[config.mk]
export PLATFORM = sky130hd
export DESIGN_NAME = pkt_gen_task_arbiter
export DESIGN_NICKNAME = d
export VERILOG_FILES = /design/src/rtl/pkt_gen_task_arbiter.sv
export SDC_FILE = /design/constraint.sdc
export NUM_CORES = 1
export LEC_CHECK = 0
export ABC_AREA = 1
export CAP_MARGIN = 40
export CORE_UTILIZATION = 40
export CTS_CLUSTER_SIZE = 10
export DETAILED_ROUTE_END_ITERATION = 8
export DONT_BUFFER_PORTS = 1
export HOLD_SLACK_MARGIN = 0.12
export PLACE_DENSITY = 0.65
export RECOVER_POWER = 50
export SYNTH_ARGS = -nofsm -noshare
export SYNTH_HDL_FRONTEND = slang
export SYNTH_SLANG_ARGS = --single-unit
[constraint.sdc]
create_clock -name clk_i -period 5.5 [get_ports clk_i]
set_input_delay 0.275 -clock clk_i [delete_from_list [all_inputs] [get_ports clk_i]]
set_output_delay 0.275 -clock clk_i [all_outputs]
set_load 0.05 [all_outputs]
[src/rtl/pkt_gen_task_arbiter.sv]
// pkt_gen_task_arbiter
//   Round-robin arbiter between the per-flow token-bucket engine and the task
//   FIFO. Each "flow N earned a packet of size S" request raises a saturating
//   pending count for that flow. Enabled flows with work are granted fairly,
//   one task per grant, on a valid/ready output, so one hot flow cannot starve
//   the others.
//
//   clk_i, rst_i        clock, synchronous active-high reset
//   flow_en_i           per-flow enable (level). A low enable flushes that flow.
//   req_*_i             request strobe, flow number and packet size (no ready)
//   req_drop_o          one-cycle pulse: last cycle's request was discarded
//   task_*_o            granted flow and packet size, valid/ready handshake
//   task_ready_i        downstream FIFO accepts the task
//   pending_any_o       registered "some enabled flow has work" (one-cycle lag)

// Per-flow state: a saturating pending counter and the last accepted size.
module pkt_gen_task_arbiter_flow #(
  parameter int PEND_WIDTH = 4
) (
  input  logic        clk_i,
  input  logic        rst_i,
  input  logic        en_i,
  input  logic        req_hit_i,
  input  logic [15:0] req_size_i,
  input  logic        grant_i,
  output logic        elig_o,
  output logic        accept_o,
  output logic [15:0] size_o
);
  localparam logic [PEND_WIDTH-1:0] PEND_MAX = '1;
  localparam logic [PEND_WIDTH-1:0] PEND_ONE = PEND_WIDTH'(1);

  logic [PEND_WIDTH-1:0] pend_q, pend_d;
  logic [15:0]           size_q, size_d;

  // Full or disabled flows refuse the request; the top turns that into a drop.
  assign accept_o = en_i && req_hit_i && (pend_q != PEND_MAX);
  assign elig_o   = en_i && (pend_q != '0);
  assign size_o   = size_q;

  always_comb begin
    pend_d = pend_q;
    size_d = size_q;
    if (!en_i) begin
      // Disable flushes the backlog and beats any same-cycle request.
      pend_d = '0;
    end else begin
      if (accept_o) size_d = req_size_i;
      // A grant is only issued while eligible, so pend_q != 0 on decrement.
      // Accept and grant together leave the count unchanged.
      unique case ({accept_o, grant_i})
        2'b10:   pend_d = pend_q + PEND_ONE;
        2'b01:   pend_d = pend_q - PEND_ONE;
        default: pend_d = pend_q;
      endcase
    end
  end

  always_ff @(posedge clk_i) begin
    if (rst_i) begin
      pend_q <= '0;
      size_q <= '0;
    end else begin
      pend_q <= pend_d;
      size_q <= size_d;
    end
  end
endmodule

module pkt_gen_task_arbiter #(
  parameter  int FLOW_CNT       = 16,
  parameter  int PEND_WIDTH     = 4,
  localparam int FLOW_CNT_WIDTH = (FLOW_CNT == 1) ? 1 : $clog2(FLOW_CNT)
) (
  input  logic                      clk_i,
  input  logic                      rst_i,
  input  logic [FLOW_CNT-1:0]       flow_en_i,
  input  logic [FLOW_CNT_WIDTH-1:0] req_flow_num_i,
  input  logic [15:0]               req_pkt_size_i,
  input  logic                      req_valid_i,
  output logic                      req_drop_o,
  output logic [FLOW_CNT_WIDTH-1:0] task_flow_num_o,
  output logic [15:0]               task_pkt_size_o,
  output logic                      task_valid_o,
  input  logic                      task_ready_i,
  output logic                      pending_any_o
);
  localparam logic [FLOW_CNT_WIDTH-1:0] LAST_FLOW = FLOW_CNT_WIDTH'(FLOW_CNT - 1);

  logic [FLOW_CNT-1:0]        req_hit, grant_hit, elig, accept;
  logic [FLOW_CNT-1:0][15:0]  flow_size;

  logic                       grant_found, load, grant;
  logic [FLOW_CNT_WIDTH-1:0]  grant_idx;

  logic [FLOW_CNT_WIDTH-1:0]  last_grant_q, last_grant_d;
  logic                       task_valid_q, task_valid_d;
  logic [FLOW_CNT_WIDTH-1:0]  task_flow_q, task_flow_d;
  logic [15:0]                task_size_q, task_size_d;
  logic                       req_drop_q, req_drop_d;
  logic                       pending_any_q, pending_any_d;

  // Output register is free, or is being drained this cycle.
  assign load  = !task_valid_q || task_ready_i;
  assign grant = load && grant_found;

  for (genvar f = 0; f < FLOW_CNT; f++) begin : g_flow
    assign req_hit[f]   = req_valid_i && (req_flow_num_i == FLOW_CNT_WIDTH'(f));
    assign grant_hit[f] = grant && (grant_idx == FLOW_CNT_WIDTH'(f));

    pkt_gen_task_arbiter_flow #(.PEND_WIDTH(PEND_WIDTH)) u_flow (
      .clk_i      (clk_i),
      .rst_i      (rst_i),
      .en_i       (flow_en_i[f]),
      .req_hit_i  (req_hit[f]),
      .req_size_i (req_pkt_size_i),
      .grant_i    (grant_hit[f]),
      .elig_o     (elig[f]),
      .accept_o   (accept[f]),
      .size_o     (flow_size[f])
    );
  end

  // Round-robin search: first eligible flow after last_grant, wrapping.
  // k runs 1..FLOW_CNT so last_grant itself is considered last.
  always_comb begin
    int idx;
    idx         = 0;
    grant_found = 1'b0;
    grant_idx   = '0;
    for (int k = 1; k <= FLOW_CNT; k++) begin
      idx = int'(last_grant_q) + k;
      if (idx >= FLOW_CNT) idx = idx - FLOW_CNT;
      if (!grant_found && elig[FLOW_CNT_WIDTH'(idx)]) begin
        grant_found = 1'b1;
        grant_idx   = FLOW_CNT_WIDTH'(idx);
      end
    end
  end

  always_comb begin
    last_grant_d  = last_grant_q;
    task_valid_d  = task_valid_q;
    task_flow_d   = task_flow_q;
    task_size_d   = task_size_q;
    if (load) begin
      task_valid_d = grant_found;
      if (grant_found) begin
        // Size read before the same-cycle request updates it.
        task_flow_d  = grant_idx;
        task_size_d  = flow_size[grant_idx];
        last_grant_d = grant_idx;
      end
    end
    // Out-of-range flow numbers match no flow and are dropped too.
    req_drop_d    = req_valid_i && !(|accept);
    pending_any_d = |elig;
  end

  always_ff @(posedge clk_i) begin
    if (rst_i) begin
      last_grant_q  <= LAST_FLOW;
      task_valid_q  <= 1'b0;
      task_flow_q   <= '0;
      task_size_q   <= '0;
      req_drop_q    <= 1'b0;
      pending_any_q <= 1'b0;
    end else begin
      last_grant_q  <= last_grant_d;
      task_valid_q  <= task_valid_d;
      task_flow_q   <= task_flow_d;
      task_size_q   <= task_size_d;
      req_drop_q    <= req_drop_d;
      pending_any_q <= pending_any_d;
    end
  end

  assign task_valid_o    = task_valid_q;
  assign task_flow_num_o = task_flow_q;
  assign task_pkt_size_o = task_size_q;
  assign req_drop_o      = req_drop_q;
  assign pending_any_o   = pending_any_q;
endmodule

Yosys cells after proc, flatten, opt, wreduce, memory -nomap -nowiden:

Index checks and enable logic that the tools add are counted.

* $add $sub $neg: 64
* magnitude comparators: 33
* equal/unequal tests: 78
* multiplexer cells: 114
* bitwise logic cells: 16
* reductions and logical operators: 184

Operators with widths (count)
* 4-bit two-way mux: 32
* 4-bit one-hot mux with 2 select lines: 16
* 4-bit by 1-bit subtractor with 4-bit output (second input constant): 32
* 1-bit logical AND: 97
* 4-bit by 6-bit less-than comparator with 1-bit output (second input constant): 16
* 5-bit greater-or-equal comparator (second input constant): 15
* 4-bit by 1-bit adder with 4-bit output (second input constant): 16
* 1-bit binary-select mux with 4-bit select: 16
* 16-bit binary-select mux with 4-bit select: 1
* 4-bit == test (second input constant): 16
* 4-bit != test (second input constant): 16
* 4-bit nonzero test: 16
* 1-bit two-way mux: 48
* 4-bit by 4-bit adder with 5-bit output (second input constant): 8
* 2-bit AND reduction: 17
* 2-bit by 1-bit == test with 1-bit output (second input constant): 16
* 2-bit == test (second input constant): 16
* 4-bit by 3-bit == test with 1-bit output (second input constant): 8
* 2-bit nonzero test: 16
* 16-bit OR reduction: 2
* 2-bit OR reduction: 16
* 4-bit by 3-bit adder with 5-bit output (second input constant): 4
* 1-bit logical NOT: 17
* 4-bit by 2-bit == test with 1-bit output (second input constant): 4
* other kinds (10): 28

* register bits after elaboration: 347
* output and inout port bits: 23
* word-level logic and storage cells: 527

Logic depth before layout (Yosys ltp):

* depth in word-level cells: 56
* gate-level depth with buffers: 36
* depth with buffers taken out: 35

Modules after synthesis:

From an unflattened synthesis, not the netlist that was laid out.

* cell total of the unflattened synthesis: 2986
* area, all modules: 21052.7 um2

By module, submodules not included
* pkt_gen_task_arbiter_flow: times used 16, cells an instance 112, area an instance 960.9 um2, sequential area each 400.4 um2
* pkt_gen_task_arbiter: times used 1, cells an instance 1194, area an instance 5677.9 um2, sequential area each 540.5 um2

Least setup slack after synthesis:

No wires, ideal clock.

* path type: reg-to-reg
* from: reg last_grant_q[1]
* to: reg g_flow[10].u_flow.pend_q[3]
* setup time: 116 ps
* data arrival time: 4690 ps
* data required time: 5384 ps
* slack: 694 ps
* stages on the path, launching flop included: 33
* path buffers: 4
* period minus slack after synthesis: 4806 ps
* path through: dfxtp_1 > inv_1 > buf_2 > ha_1 > inv_1 > clkbuf_1 > nand3_1 > nand3_1 > nand3_1 > nand2_2 > nand4_1 > nor2_1 > nand4_1 > nor2_2 > nand4_2 > nor2_4 > nand4_2 > nor2_1 > nor2_1 > buf_4 > buf_2 > nor2_1 > nand2_1 > nor2_1 > ha_1 > ha_1 > nand2_1 > nor2_1 > a211oi_1 > o21ai_0 > a21o_1 > xor2_1 > nor2_1

* word-level cells in the longest chain between the ends: 56
* elaborated cells between the ends (all ways): 181
* classes of those cells: add/sub: 32; order compare: 16; eq/ne: 3; mux: 97; reduce/logical: 33

RTL lines
* start, declared: RTL line 96 `logic [FLOW_CNT_WIDTH-1:0] last_grant_q, last_grant_d;`
* start signal, assigned: RTL line 169 `last_grant_q <= last_grant_d;`
* 4-bit by 1-bit adder with 5-bit output: RTL line 132 `idx = int'(last_grant_q) + k;`
* 4-bit by 1-bit subtractor with 4-bit output or 5-bit greater-or-equal comparator (tied branches): RTL line 133 `if (idx >= FLOW_CNT) idx = idx - FLOW_CNT;`
* 4-bit two-way mux: RTL line 133
* 1-bit binary-select mux with 4-bit select: RTL line 134 `if (!grant_found && elig[FLOW_CNT_WIDTH'(idx)]) begin`
* 1-bit two-way mux (not written as such) (2 in series): RTL line 134
* 1-bit two-way mux: RTL line 134
* 1-bit logical NOT: RTL line 134
* 1-bit logical AND: RTL line 134
* [... 39 more ...]
* 1-bit two-way mux: RTL line 134
* 1-bit logical NOT: RTL line 134
* 1-bit logical AND: RTL line 134
* 4-bit two-way mux or 1-bit two-way mux (tied branches): RTL line 134
* 4-bit == test or 1-bit logical AND (tied branches): RTL line 109, 105
* 1-bit logical AND *: RTL line 109 `assign grant_hit[f] = grant && (grant_idx == FLOW_CNT_WIDTH'(f));`
* 2-bit by 1-bit == test with 1-bit output or 2-bit == test (tied branches): RTL line 51 `unique case ({accept_o, grant_i})`
* 4-bit one-hot mux with 2 select lines or 2-bit nonzero test (tied branches)
* end signal, assigned: RTL line 64 `pend_q <= pend_d;`
* end, declared: RTL line 33 `logic [PEND_WIDTH-1:0] pend_q, pend_d;`

Every way passes the cells marked *; elsewhere a longest branch is shown, timed or not. The select of a mux whose other input is x is not followed.
A chain may end at the register's enable or synchronous reset.

Worst setup path after layout:

* from: reg last_grant_q[1]
* to: reg g_flow[9].u_flow.pend_q[3]

* word-level cells in the longest chain between the ends: 56
* elaborated cells between the ends (all ways): 181
* classes of those cells: add/sub: 32; order compare: 16; eq/ne: 3; mux: 97; reduce/logical: 33

RTL lines (RTL line)
* 4-bit by 1-bit adder with 5-bit output: 132
* 4-bit by 1-bit subtractor with 4-bit output or 5-bit greater-or-equal comparator (tied branches): 133
* 4-bit two-way mux: 133
* 1-bit binary-select mux with 4-bit select: 134
* 1-bit two-way mux (not written as such) (2 in series): 134
* 1-bit two-way mux: 134
* 1-bit logical NOT: 134
* 1-bit logical AND: 134
* [... 39 more ...]
* 1-bit two-way mux: 134
* 1-bit logical NOT: 134
* 1-bit logical AND: 134
* 4-bit two-way mux or 1-bit two-way mux (tied branches): 134
* 4-bit == test or 1-bit logical AND (tied branches): 109, 105
* 1-bit logical AND *: 109
* 2-bit by 1-bit == test with 1-bit output or 2-bit == test (tied branches): 51
* 4-bit one-hot mux with 2 select lines or 2-bit nonzero test (tied branches)
* end signal, assigned: 64
* end, declared: 33

Marked as above.

==> impl_metrics.ini <==
[sta]
drv_slew = 142
finalCriticalPeriod_ns = 5.18
period_share_pct = 94.2
rsz0062_at_grt = false
maxSlewHeadroom_pct = -69.7
skew_ns = 0.0263
worst_slew_pin_slew_ns = 2.54
max_freq_mhz = 193
finalSetupViolCount = 0
tns_ns = 0
hold_violations = 0
fin_ws_ns = 0.320

[placement]
numPortBuffers = 0
dp_hpwl_um = 41000
pre_cts_slack_ns = 0.289
gp_congestion = 1.05

[cells_and_area]
final_cell_mix = nand2_1, nor2_1, dfxtp_1, o21ai_0, nand3_1
layout_commonest_cell = nand2_1
drive_above_1_share_pct = 3.95
layout.nets = 3013
area_growth_pct = 9.83

[setup_path]
timing.rr.end = g_flow[9].u_flow.pend_q[3]
cp.buffers_inverters = 4
critPathMaxFanout = 14
rr_worst_depth = 32
worst-r2r-setup-slack_ns = 0.32
critPathLaunchType = register
r2r-start = last_grant_q[1]
slowest_stage = ha_1
worst_setup_path_end_kind = register
cp.arrival_ns = 5.63
cp_common_cell = nor2_1
path_delay_family = simple AND/OR/NAND/NOR gates
required_ns = 5.95
critPathMaxStageDelay_ns = 0.34
path_class = reg2reg

[clocking]
path_clk_slew_ns = 0.05
cts_buffer_depth = 3
htree_levels = 2
cts_tree = yes
clock_latency_ns = 0.58
cts-root-buf = clkbuf_16
numCtsBuffers = 41
cts_setup_buffers = 0
numClockSinks = 347

[worst_hold_path]
hp-class = in2reg
worstHoldStart = flow_en_i[14]
min_to = g_flow[14].u_flow.size_o[3]
hold_depth = 3

[drt]
route.detailed.drc = 10
wirelength_um = 62900
wl_per_cell_um = 17.9
drt-pass1-iter-count = 7
ant_nets = 0
drtIter0Drc = 1778
vias_per_cell = 5.36
dr_total_vias = 18900

[grt]
grt_max_degree = 142
gr-total-overflow = 0
antenna_found_initial = 3
grt_util_all_layers_pct = 25.9
grt_pass1_vias = 17600
grt_pass1_wl_um = 98000

[synth]
seq_area_frac_synth_pct = 36.5
synth-seq-cells = 347
synth_flop_cell = dfxtp_1
ys_async_sr_fraction_pct = 0
yosysWarningCount = 0
avgSynthCellArea_um2 = 6.46
synth_edf_count = 0
netlist_instances = 2948
syn-num-nets = 3059
ys_types = 41
syn-cell-area_mm2 = 0.0191

[floorplanning]
ioPinCount = 63
design.die.area_mm2 = 0.0485
die_x_um = 220
rows = 79
die_y_um = 220
start_util_pct = 40.8
coreArea_mm2 = 0.0468

[run_status]
outcome = finished with violations
violations = design-rule violations, max-capacitance violations, max-slew violations

[job]
maxCapViolations = 1
sequential cells by signal (all words and copies together) (netlist names):
signal                cells
req_drop_o                1
task_pkt_size_o          16
task_flow_num_o           4
g_flow.u_flow.pend_q     64
pending_any_o             1
task_valid_o              1
g_flow.u_flow.size_o    256
last_grant_q              4
worst max path at each step:
| stage | start | endpoint | cells past startpoint |
|---|---|---|---|
| final | last_grant_q[1] | g_flow[9].u_flow.pend_q[3] | 32 |
| after global routing | last_grant_q[1] | g_flow[9].u_flow.pend_q[3] | 32 |
| after CTS | last_grant_q[0] | g_flow[9].u_flow.pend_q[3] | 30 |
| after detailed placement | last_grant_q[0] | g_flow[9].u_flow.pend_q[3] | 30 |
| after global placement | last_grant_q[0] | g_flow[12].u_flow.pend_q[3] | 29 |
| after floorplan | last_grant_q[1] | g_flow[10].u_flow.pend_q[3] | 32 |
per-layer routing:
layer	part of all wire [%]	track usage, %	up-vias
li1	-	-	9338
met1	42	32.4	8690
met2	46	43.1	692
met3	7.7	5.13	148
met4	4.2	10.9	0
met5	0	0	-
through the flow:
stage	cell area (um2)	hold WS [ns]	std cells	util (%)
2_1_floorplan	19100	0.423	2948	-
3_3_place_gp	19400	0.350	3429	41.5
3_5_place_dp	19400	0.350	3430	41.6
4_1_cts	20900	0.200	3517	44.8
5_1_grt	20900	0.228	3520	44.8
6_report	20900	0.228	3522	44.8
cell families (layout without fill, tap and decap cells):
kind of cell | count (synthesis) | count (layout) | synth area share [%]
other | 0 | 4 | 0
DFF | 347 | 347 | 36.5
xor gates and xnor gates | 49 | 49 | 2.49
adders and majority gates | 71 | 71 | 5.29
AOI/OAI and AO/OA | 428 | 428 | 11.9
and+or+nand+nor | 1706 | 1706 | 36.4
buffers and inverters | 347 | 310 | 7.53
cells in the mapped netlist, types with 4 or more instances:
cell / n / share of area (%)
a211oi_1: 30 / 1.2
a21oi_1: 69 / 1.8
buf_2: 41 / 1.1
buf_4: 9 / 0.35
buf_6: 6 / 0.35
clkbuf_1: 99 / 2.0
dfxtp_1: 347 / 36
fa_1: 16 / 1.7
ha_1: 55 / 3.6
inv_1: 180 / 3.5
inv_2: 7 / 0.14
nand2_1: 719 / 14
nand3_1: 262 / 6.9
nand4_1: 26 / 0.85
nor2_1: 658 / 13
nor2_2: 7 / 0.23
nor3_1: 11 / 0.29
nor3b_1: 9 / 0.35
o211ai_1: 4 / 0.16
o21ai_0: 312 / 8.2
xnor2_1: 28 / 1.3
xor2_1: 18 / 0.83
repair_timing:
item | 4_1_cts | 5_1_grt
gates resized for setup | 0 | 4
hold buffers | 35 | 0
hold endpoints to repair | 330 | 0
setup endpoints to repair | 0 | 16
final cells by class:
cell class	instances	area [um2]
Fill cell	4895	25800
Multi-Input combinational cell	2254	10700
Sequential cell	347	6950
Clock buffer	48	1080
Tap cell	607	759
Inverter	190	717
Timing Repair Buffer	68	639
Clock inverter	4	48.8
Antenna cell	4	10.0
tightest hold or removal path, stage by stage:
cell and delay, ns:
nand4_1 0.07, buf_4 0.24, a21oi_1 0.17
Power is not shown: default switching activity piles up to over one toggle a cycle in this logic, so the estimate is an artifact.
